<file path="config.mk">
export PLATFORM = sky130hd
export DESIGN_NAME = fpcmul_seq_flat
export DESIGN_NICKNAME = d
export VERILOG_FILES = /design/src/rtl/fpcmul_seq_pkg.sv /design/src/rtl/fpcmul_seq_if.sv /design/src/rtl/fpcmul_seq.sv /design/src/flat_wrapper.sv
export SDC_FILE = /design/constraint.sdc
export NUM_CORES = 1
export LEC_CHECK = 0
export CORE_MARGIN = 5
export CORE_UTILIZATION = 56
export DETAILED_ROUTE_END_ITERATION = 10
export HOLD_SLACK_MARGIN = 0.02
export PLACE_DENSITY = 0.93
export SYNTH_ARGS = -nofsm -noshare
export SYNTH_HDL_FRONTEND = slang
export SYNTH_SLANG_ARGS = --single-unit
</file>
<file path="constraint.sdc">
create_clock -name clk -period 5.81 [get_ports clk]
set_clock_uncertainty 0.05 [all_clocks]
set_input_delay 0.581 -clock clk [delete_from_list [all_inputs] [get_ports clk]]
set_output_delay 0.581 -clock clk [all_outputs]
set_load 0.1 [all_outputs]
</file>
<file path="src/rtl/fpcmul_seq_pkg.sv">
// fpcmul_seq_pkg: shared types and constants for the complex multiply sequencer.
package fpcmul_seq_pkg;

   typedef enum logic [1:0] {
      IDLE,
      ISSUE,
      WAIT,
      DONE
   } state_t;

   // Product slots, in issue order
   localparam logic [1:0] OP_RR = 2'd0;
   localparam logic [1:0] OP_II = 2'd1;
   localparam logic [1:0] OP_X0 = 2'd2;
   localparam logic [1:0] OP_X1 = 2'd3;

   // Index of the final product: Gauss form needs three, direct form four
   function automatic logic [1:0] last_op(input bit gauss);
      return gauss ? OP_X0 : OP_X1;
   endfunction

endpackage

</file>
<file path="src/rtl/fpcmul_seq_if.sv">
// fpcmul_seq_if: operand, result and multiplier channels of the sequencer.
// slave is the sequencer side, master is the environment side
// (operand source, result sink and the real multiplier).
interface fpcmul_seq_if #(
   parameter int n = 32
);

   logic         recv_val;
   logic         recv_rdy;
   logic [n-1:0] ar;
   logic [n-1:0] ac;
   logic [n-1:0] br;
   logic [n-1:0] bc;

   logic         send_val;
   logic         send_rdy;
   logic [n-1:0] cr;
   logic [n-1:0] cc;

   logic         mul_req_val;
   logic         mul_req_rdy;
   logic [n-1:0] mul_a;
   logic [n-1:0] mul_b;

   logic         mul_resp_val;
   logic         mul_resp_rdy;
   logic [n-1:0] mul_c;

   modport slave (
      input  recv_val, ar, ac, br, bc, send_rdy, mul_req_rdy, mul_resp_val, mul_c,
      output recv_rdy, send_val, cr, cc, mul_req_val, mul_a, mul_b, mul_resp_rdy
   );

   modport master (
      output recv_val, ar, ac, br, bc, send_rdy, mul_req_rdy, mul_resp_val, mul_c,
      input  recv_rdy, send_val, cr, cc, mul_req_val, mul_a, mul_b, mul_resp_rdy
   );

endinterface

</file>
<file path="src/rtl/fpcmul_seq.sv">
// fpcmul_seq: complex fixed-point product c = a*b computed by time-multiplexing
// one external real multiplier. Gauss form issues ar*br, ac*bc, (ar+ac)*(br+bc);
// direct form issues ar*br, ac*bc, ar*bc, ac*br. One request outstanding at a time.
module fpcmul_seq
   import fpcmul_seq_pkg::*;
#(
   parameter int n     = 32,
   parameter int d     = 16,
   parameter bit GAUSS = 1'b1
) (
   input logic         clk,
   input logic         reset_n,
   fpcmul_seq_if.slave bus
);

   localparam logic [1:0] LAST_OP = last_op(GAUSS);

   // d only describes the multiplier's scaling; catch meaningless values at elaboration
   if (d < 0 || d >= n) begin : g_bad_frac
      $fatal(1, "fpcmul_seq: fractional bits d must lie in [0, n)");
   end

   state_t       state;
   logic [1:0]   op;
   logic [n-1:0] ar_q, ac_q, br_q, bc_q;
   logic [n-1:0] p_q [4];
   logic [n-1:0] p_now [4];
   logic [n-1:0] cr_q, cc_q;
   logic [n-1:0] cr_next, cc_next;
   logic [n-1:0] mul_a_c, mul_b_c;
   logic         recv_rdy_q, send_val_q, req_val_q, resp_rdy_q;

   // Multiplier operands follow the op index so they stay put while a request stalls
   always_comb begin
      mul_a_c = ar_q;
      mul_b_c = br_q;
      unique case (op)
         OP_RR: begin
            mul_a_c = ar_q;
            mul_b_c = br_q;
         end
         OP_II: begin
            mul_a_c = ac_q;
            mul_b_c = bc_q;
         end
         OP_X0: begin
            mul_a_c = GAUSS ? (ar_q + ac_q) : ar_q;
            mul_b_c = GAUSS ? (br_q + bc_q) : bc_q;
         end
         default: begin
            mul_a_c = ac_q;
            mul_b_c = br_q;
         end
      endcase
   end

   // Product set as it will look once the incoming response is stored, so the
   // result can be registered on the same cycle as the final response
   always_comb begin
      p_now     = p_q;
      p_now[op] = bus.mul_c;
      cr_next   = p_now[OP_RR] - p_now[OP_II];
      cc_next   = GAUSS ? (p_now[OP_X0] - p_now[OP_RR] - p_now[OP_II])
                        : (p_now[OP_X0] + p_now[OP_X1]);
   end

   // Sequencer: accept operands, issue/collect each product in turn, hold the result
   always_ff @(posedge clk or negedge reset_n) begin
      if (!reset_n) begin
         state      <= IDLE;
         op         <= OP_RR;
         ar_q       <= '0;
         ac_q       <= '0;
         br_q       <= '0;
         bc_q       <= '0;
         p_q        <= '{default: '0};
         cr_q       <= '0;
         cc_q       <= '0;
         recv_rdy_q <= 1'b1;
         send_val_q <= 1'b0;
         req_val_q  <= 1'b0;
         resp_rdy_q <= 1'b0;
      end else begin
         unique case (state)
            IDLE: begin
               if (bus.recv_val && recv_rdy_q) begin
                  ar_q       <= bus.ar;
                  ac_q       <= bus.ac;
                  br_q       <= bus.br;
                  bc_q       <= bus.bc;
                  op         <= OP_RR;
                  recv_rdy_q <= 1'b0;
                  req_val_q  <= 1'b1;
                  state      <= ISSUE;
               end
            end
            ISSUE: begin
               if (req_val_q && bus.mul_req_rdy) begin
                  req_val_q  <= 1'b0;
                  resp_rdy_q <= 1'b1;
                  state      <= WAIT;
               end
            end
            WAIT: begin
               if (bus.mul_resp_val && resp_rdy_q) begin
                  p_q[op]    <= bus.mul_c;
                  resp_rdy_q <= 1'b0;
                  if (op == LAST_OP) begin
                     cr_q       <= cr_next;
                     cc_q       <= cc_next;
                     send_val_q <= 1'b1;
                     state      <= DONE;
                  end else begin
                     op        <= op + 2'd1;
                     req_val_q <= 1'b1;
                     state     <= ISSUE;
                  end
               end
            end
            DONE: begin
               if (send_val_q && bus.send_rdy) begin
                  send_val_q <= 1'b0;
                  recv_rdy_q <= 1'b1;
                  state      <= IDLE;
               end
            end
            default: state <= IDLE;
         endcase
      end
   end

   assign bus.recv_rdy     = recv_rdy_q;
   assign bus.send_val     = send_val_q;
   assign bus.cr           = cr_q;
   assign bus.cc           = cc_q;
   assign bus.mul_req_val  = req_val_q;
   assign bus.mul_a        = mul_a_c;
   assign bus.mul_b        = mul_b_c;
   assign bus.mul_resp_rdy = resp_rdy_q;

endmodule

</file>
<file path="src/flat_wrapper.sv">
// flat-port wrapper written by rule: the top's interface ports become plain ports
module fpcmul_seq_flat import fpcmul_seq_pkg::*;
#(
   parameter int n     = 32,
   parameter int d     = 16,
   parameter bit GAUSS = 1'b1
)
  (clk, reset_n, bus_recv_val, bus_ar, bus_ac, bus_br, bus_bc, bus_send_rdy, bus_mul_req_rdy, bus_mul_resp_val, bus_mul_c, bus_recv_rdy, bus_send_val, bus_cr, bus_cc, bus_mul_req_val, bus_mul_a, bus_mul_b, bus_mul_resp_rdy);
  fpcmul_seq_if #(.n(n)) bus_i ();
  input logic clk;
  input logic reset_n;
  input wire logic [$bits(bus_i.recv_val)-1:0] bus_recv_val;
  input wire logic [$bits(bus_i.ar)-1:0] bus_ar;
  input wire logic [$bits(bus_i.ac)-1:0] bus_ac;
  input wire logic [$bits(bus_i.br)-1:0] bus_br;
  input wire logic [$bits(bus_i.bc)-1:0] bus_bc;
  input wire logic [$bits(bus_i.send_rdy)-1:0] bus_send_rdy;
  input wire logic [$bits(bus_i.mul_req_rdy)-1:0] bus_mul_req_rdy;
  input wire logic [$bits(bus_i.mul_resp_val)-1:0] bus_mul_resp_val;
  input wire logic [$bits(bus_i.mul_c)-1:0] bus_mul_c;
  output wire logic [$bits(bus_i.recv_rdy)-1:0] bus_recv_rdy;
  output wire logic [$bits(bus_i.send_val)-1:0] bus_send_val;
  output wire logic [$bits(bus_i.cr)-1:0] bus_cr;
  output wire logic [$bits(bus_i.cc)-1:0] bus_cc;
  output wire logic [$bits(bus_i.mul_req_val)-1:0] bus_mul_req_val;
  output wire logic [$bits(bus_i.mul_a)-1:0] bus_mul_a;
  output wire logic [$bits(bus_i.mul_b)-1:0] bus_mul_b;
  output wire logic [$bits(bus_i.mul_resp_rdy)-1:0] bus_mul_resp_rdy;
  assign bus_i.recv_val = bus_recv_val;
  assign bus_i.ar = bus_ar;
  assign bus_i.ac = bus_ac;
  assign bus_i.br = bus_br;
  assign bus_i.bc = bus_bc;
  assign bus_i.send_rdy = bus_send_rdy;
  assign bus_i.mul_req_rdy = bus_mul_req_rdy;
  assign bus_i.mul_resp_val = bus_mul_resp_val;
  assign bus_i.mul_c = bus_mul_c;
  assign bus_recv_rdy = bus_i.recv_rdy;
  assign bus_send_val = bus_i.send_val;
  assign bus_cr = bus_i.cr;
  assign bus_cc = bus_i.cc;
  assign bus_mul_req_val = bus_i.mul_req_val;
  assign bus_mul_a = bus_i.mul_a;
  assign bus_mul_b = bus_i.mul_b;
  assign bus_mul_resp_rdy = bus_i.mul_resp_rdy;
  fpcmul_seq #(.n(n), .d(d), .GAUSS(GAUSS)) u_core (.clk(clk), .reset_n(reset_n), .bus(bus_i));
endmodule
</file>
==> metrics.txt, run 1 <==
highest ir drop seen on vdd 0.0002051 V; Setup Fix Bufs, Post-CTS 0; Detailed Place HPWL 42.86 mm; TritonCTS buffer count 34; commonest cells in the netlist 300 x nand2_1, 295 x dfrtp_1, 221 x o21ai_0, 163 x ha_1, 157 x mux2_2; global-route usage over all layers 29.08%; crit end category output port; Synth warnings 0; CTS tree done; Area growth syn-to-layout 22.29%; Total Nets Final 2769; vias in the first global route 18490; final setup fails 0; Seq cells post-synth 296; CP cell instances ha_1 > fa_1 > a21oi_1 > o211ai_1 > a21oi_1 > a21oi_1 > a21oi_1 > o21ai_0 > a31oi_1 > xor2_1 > o21ai_0 > clkdlybuf4s50_1; largest cells by area after synthesis dfrtp_1 36%, ha_1 10%, mux2_2 8.7%; Post-synth EDFFs 0; # port buffers 297; Worst-Margin Slew 1.183 ns; layout cells sized above 1 10.91%; Root Driver clkbuf_16; Cell Int Power 3.746 mW; max cap viols 0; grt total ovfl 0; Syn Nets 2519; hold buffers post-CTS 0; R2R setup slack 0.61 ns; Fill cells 2503; placer's final routability congestion estimate 0.9762; crit-path max cell delay 1.20 ns; hold slack 0.01143 ns; Min-Delay Path Class in -> async; via count 18000; most common cell in the netlist nand2_1; CTS Buffer Depth 3; power share of the sequential group 41.9%; Reg clk slew, reported paths 0.06 ns; Die Wd 200.6 um; I/O Pins 298; uppermost layer routed met5; most frequent CP cell a21oi_1; Routed WL 60.14 mm; Most used DFF post-synth dfrtp_1; DR pass1 iterations 6; syn_area_per_cell 9.434 sq um; startpoint types flip-flop; vias per std cell 6.221; WL met3 5.340 mm; reg-to-reg endpoint u_core.bus.cr[31]$_DFFE_PN0P_; RSZ-0062 raised after global routing false; standard-cell row count 69; Synth Cell Area 20350 sq um; Fmax achieved 183.8 MHz; RR Startpoint u_core.op[1]$_DFFE_PN0P_; setup TNS 0 ns; Clk Latency, worst-skew pair 0.55 ns; total power draw 4.919 mW; Gates resized, CTS repair 0; post-synth top area cell dfrtp_1; # DRC 0; Sink Count 296; Critical Path AT 4.81 ns; first-pass GRT wire length 97.45 mm; sequential cell area fraction in the yosys report 36.41%; initial antenna violation count 3; combinational share of power 11.0%; Die Footprint 40250 sq um; PD cells 197.7 nW/um^2; H-tree depth 2; Final Hold Fails 0; worst r2r path cells 15; WS Path Type reg -> out; CP max-delay cell clkdlybuf4s50_1; Leak Pwr 11.87 nW; status completed; Pins Over Slew Limit 0; met2 WL 29.21 mm; ys async rst share 100.0%; min cycle time layout 5.442 ns; Synth Instances 2157; critical path required time 5.18 ns; post-synth top area share 36.28%; Clk pwr share 47.1%; Initial Utilization 56.93%; final worst slack 0.3682 ns; Die Y-Extent 200.6 um; Final Cycle Share 93.66%; wire length on met1 23.47 mm; worst relative slew slack 21.07%; Netlist cell types 77; WL/cell 20.79 um; remaining antenna violation count after routing 0; Worst Path Max Fanout 3; switch share 23.86%; initial DRC count 1430; Sw Pwr 1.174 mW; worst slack at placement 0.8346 ns; pin count of the biggest net entering global routing 133; CORE AREA 35740 sq um
registers in the layout (all words and copies together), names as in the netlist:
signal	cells
u_core.state	2
u_core.op	2
u_core.bus.send_val	1
u_core.bus.cr	32
u_core.bus.cc	32
u_core.br_q	32
u_core.bc_q	32
u_core.bus.mul_resp_rdy	1
u_core.bus.recv_rdy	1
u_core.ar_q	32
u_core.ac_q	32
u_core.p_q	96
u_core.bus.mul_req_val	1
worst max path at each step:
| stage | start | to | slack (ns) | cells after the start |
|---|---|---|---|---|
| 2_1_floorplan | u_core.ac_q[0]$_DFFE_PN0P_ | bus_mul_a[24] | 0.49 | 12 |
| 3_3_place_gp | u_core.op[1]$_DFFE_PN0P_ | u_core.bus.cc[24]$_DFFE_PN0P_ | 0.92 | 15 |
| 3_5_place_dp | u_core.op[1]$_DFFE_PN0P_ | u_core.bus.cc[29]$_DFFE_PN0P_ | 0.83 | 16 |
| 4_1_cts | u_core.op[0]$_DFFE_PN0P_ | bus_mul_b[10] | 0.40 | 8 |
| 5_1_grt | u_core.bc_q[0]$_DFFE_PN0P_ | bus_mul_b[28] | 0.22 | 12 |
| 6_report | u_core.bc_q[0]$_DFFE_PN0P_ | bus_mul_b[28] | 0.37 | 12 |
cells by family after synthesis:
group,share of synthesized area [%]
DFF,36.41
adders and majority gates,13.27
and+or+nand+nor,10.97
muxes,11.98
buffers and inverters,3.671
AOI/OAI and AO/OA,19.01
xor gates and xnor gates,4.691
worst max-delay path: cells and delay by family, from the launching register on:
family / cells / cell delay (ns)
AOI/OAI and AO/OA: 8 / 1.87
adders and majority gates: 2 / 0.73
xor gates and xnor gates: 1 / 0.09
DFF: 1 / 0.39
buffers and inverters: 1 / 1.20
power groups by stage:
| stage | Combinational (mW) | Sequential, mW | Clock (mW) |
|---|---|---|---|
| after floorplan | 0.263 | 2.10 | 0 |
| after global placement | 0.510 | 2.10 | 0 |
| after detailed placement | 0.524 | 2.10 | 0 |
| after CTS | 0.531 | 2.06 | 2.35 |
| after global routing | 0.585 | 2.06 | 2.43 |
| final | 0.539 | 2.06 | 2.32 |
cell usage in the layout (no fill, tap or decap), types with 8 or more instances in the layout:
cell,count
a31oi_1,12
a22oi_1,43
o21ai_0,221
nor3_1,12
a21o_1,45
o31ai_1,12
nor2b_1,11
inv_1,102
fa_1,33
clkbuf_16,37
a221oi_1,26
a211oi_1,8
mux2_2,157
xor2_1,38
buf_4,25
clkdlybuf4s50_1,283
clkbuf_1,8
nand2b_1,11
ha_1,160
o21a_1,11
nand3_1,19
mux2i_1,67
and3_1,10
a21oi_1,137
nand2_1,299
dfrtp_1,295
nor2_1,106
nand4_1,20
o21bai_1,26
xnor2_1,71
area by class of cell:
type                    count  area, sq um  share of cell area [%]
clock buffers              50         1025                   4.118
clock inverters             9        172.7                  0.6938
flip-flops and latches    296         7408                   29.77
diodes                      2        5.005                 0.02011
multi-input cells        1662        12260                   49.25
inverters                 103        386.6                   1.554
well taps                 461        576.8                   2.318
repair buffers            310         3055                   12.28
metrics by stage:
step	utilization, %	area (sq um)	std cells
2_1_floorplan	-	20350	2157
3_3_place_gp	66.26	23680	2832
3_5_place_dp	66.26	23680	2832
4_1_cts	69.61	24880	2891
5_1_grt	69.63	24890	2893
6_report	69.63	24890	2893
layer usage:
metal | track usage (%) | vias up
met2 | 49.67 | 965
met4 | 10.84 | 2
met5 | 0 | -
li1 | - | 8142
met3 | 6.543 | 174
met1 | 36.30 | 8713
(Power assumes the default switching activity.)
==> run 2, diff against run 1 <==
CORE_UTILIZATION = 51   (was 56)
PLACE_DENSITY = 0.79   (was 0.93)
clock period = 4.4 ns   (was 5.81 ns; I/O delays follow)
==> run 2 against run 1 <==
  * Clock power up 43%
  * Combinational power up 43%
  * First-iteration DRC count down 5.6%
  * Die area up 9.3%
  * Worst setup slack worse by 0.31 ns
  * Count of clock-buffer cells in the layout unchanged
==> metrics.txt, run 2 (same netlist as run 1, synthesis figures left out) <==
startpoint types flip-flop; CP cell instances inv_1 > buf_4 > ha_4 > buf_6 > buf_4 > mux2i_2 > fa_1 > ha_4 > a41o_1 > a221o_1 > a21oi_1 > o21ai_2 > a221oi_2 > buf_4 > o21a_1 > o41a_1 > o21bai_1 > xnor2_1 > o21ai_0; CP top delay family compound AO/OA/AOI/OAI gates; # port buffers 297; Die Wd 209.8 um; global-route usage over all layers 26.26%; # DRC 0; min cycle time layout 4.340 ns; placer's final routability congestion estimate 0.9603; most frequent CP cell buf_4; Fill cells 2994; Clk Latency, worst-skew pair 0.56 ns; Reg clk slew, reported paths 0.06 ns; Initial Utilization 51.34%; GRT busiest layer met2; I/O Pins 298; highest ir drop seen on vdd 0.0002150 V; post-layout instance count excluding filler cells 3048; Critical Path AT 4.71 ns; first-pass GRT wire length 95.12 mm; most frequent cells in the layout 299 x nand2_1, 294 x dfrtp_1, 232 x clkdlybuf4s50_1, 191 x o21ai_0, 157 x mux2_2; sum of buffers and inverters on the critical path 5; Worst-Margin Slew 1.123 ns; remaining antenna violation count after routing 0; met1 usage 35.74%; DR pass1 iterations 6; total power draw 6.815 mW; Final Cycle Share 98.63%; GRT met2 Usage 43.44%; WS Path Type reg -> reg; final setup fails 0; Leak Pwr 12.53 nW; grt total ovfl 0; most common cell after layout, fill and taps aside nand2_1; initial antenna violation count 4; initial DRC count 1350; standard-cell row count 73; TritonCTS buffer count 37; vias per std cell 5.811; Min-Delay Path Class reg -> reg; via count 17710; Die Y-Extent 209.8 um; H-tree depth 2; Routed WL 59.93 mm; status completed; CTS tree done; CP max-delay cell fa_1; CTS Buffer Depth 3; Detailed Place HPWL 43.19 mm; vias in the first global route 17820; worst relative slew slack 24.89%; max FFs per register 96; Worst Path Max Fanout 7; max cap viols 0; Die Footprint 44000 sq um; PD cells 258.9 nW/um^2; GR Util met3 4.933%; Total Nets Final 2858; Reg with most FFs u_core.p_q; Post-DP Area 24320 sq um; worst slack at placement -0.08586 ns; Pins Over Slew Limit 0; Root Driver clkbuf_16; crit end category flip-flop; CORE AREA 39640 sq um; Placed Cells 2957; Area growth syn-to-layout 29.33%; crit-path max cell delay 0.50 ns; hold slack 0.4198 ns; pin count of the biggest net entering global routing 103; layout cells sized above 1 18.87%; final worst slack 0.06038 ns; Fmax achieved 230.4 MHz; cell area after layout 26320 sq um; WL/cell 19.66 um; RSZ-0062 raised after global routing true; critical path required time 4.77 ns; Sink Count 296; Final Hold Fails 0
## run 2: changes by cell type in the layout (fill, tap and decap cells not counted), moves of 5 or more
cell / previous run / this run
mux2i_2: 0 / 15
o21ai_1: 4 / 27
buf_12: 1 / 18
a221oi_2: 0 / 5
buf_4: 25 / 140
mux2i_4: 0 / 10
o21ai_0: 221 / 191
clkdlybuf4s50_1: 283 / 232
a21oi_1: 137 / 128
a21oi_2: 2 / 11
a221oi_1: 26 / 21
mux2i_1: 67 / 42
o21ai_2: 2 / 9
## run 2: where the power goes
part	switching (mW)	leakage, nW	internal, mW
clock	1.24	0.649	2.08
sequential	0	4.12	2.72
combinational	0.412	7.77	0.358
## run 2: layer usage
metal / routed length [um] / vias up / share of wire [%]
met5: 40 / - / 0.067
met4: 1400 / 6 / 2.3
met3: 4144 / 113 / 6.9
met2: 28360 / 626 / 47
met1: 25980 / 8632 / 43
li1: - / 8336 / -
## run 2: per-stage QoR
step	setup TNS, ns	util (%)
2_1_floorplan	-0.0005174	-
3_3_place_gp	0	61.34
3_5_place_dp	-0.08586	61.34
4_1_cts	-0.003623	64.81
5_1_grt	-0.5574	66.39
6_report	0	66.39
## run 2: path summary, 6_finish.rpt
kind                            cells past startpoint  slack [ns]                             to                       start
worst min-delay path                                2        0.42     u_core.p_q[56]$_DFFE_PN0P_  u_core.p_q[56]$_DFFE_PN0P_
min in group asynchronous                           2        0.46    u_core.br_q[16]$_DFFE_PN0P_                     reset_n
worst max-delay path                               19        0.06  u_core.bus.cc[26]$_DFFE_PN0P_    u_core.op[0]$_DFFE_PN0P_
worst max register to register                     19        0.06  u_core.bus.cc[26]$_DFFE_PN0P_    u_core.op[0]$_DFFE_PN0P_
max in group asynchronous                           3        2.70     u_core.ac_q[0]$_DFFE_PN0P_                     reset_n
worst min register to register                      2        0.42     u_core.p_q[56]$_DFFE_PN0P_  u_core.p_q[56]$_DFFE_PN0P_
## run 2: area by class of cell
cell class                 count  area (sq um)  share of cell area, %
clock buffer                  50          1087                  4.131
clock inverter                15         237.7                 0.9033
antenna                        1         2.502               0.009508
inverter                     103         386.6                  1.469
tap                          525         656.9                  2.496
timing repair buffer         396          3807                  14.47
multi-input combinational   1662         12730                  48.37
sequential                   296          7410                  28.15
## run 2: worst min-delay path, stage by stage (launching register included)
cell and delay, ns:
dfrtp_1 0.34, nand2_1 0.05, nand2_1 0.05
## run 2: timing repair
action	in CTS	in global routing
pin swaps	1	22
endpoints found under the hold margin	96	0
hold buffers	1	0
setup buffers	1	23
gates resized for setup	9	90
endpoints found under the setup margin	7	34
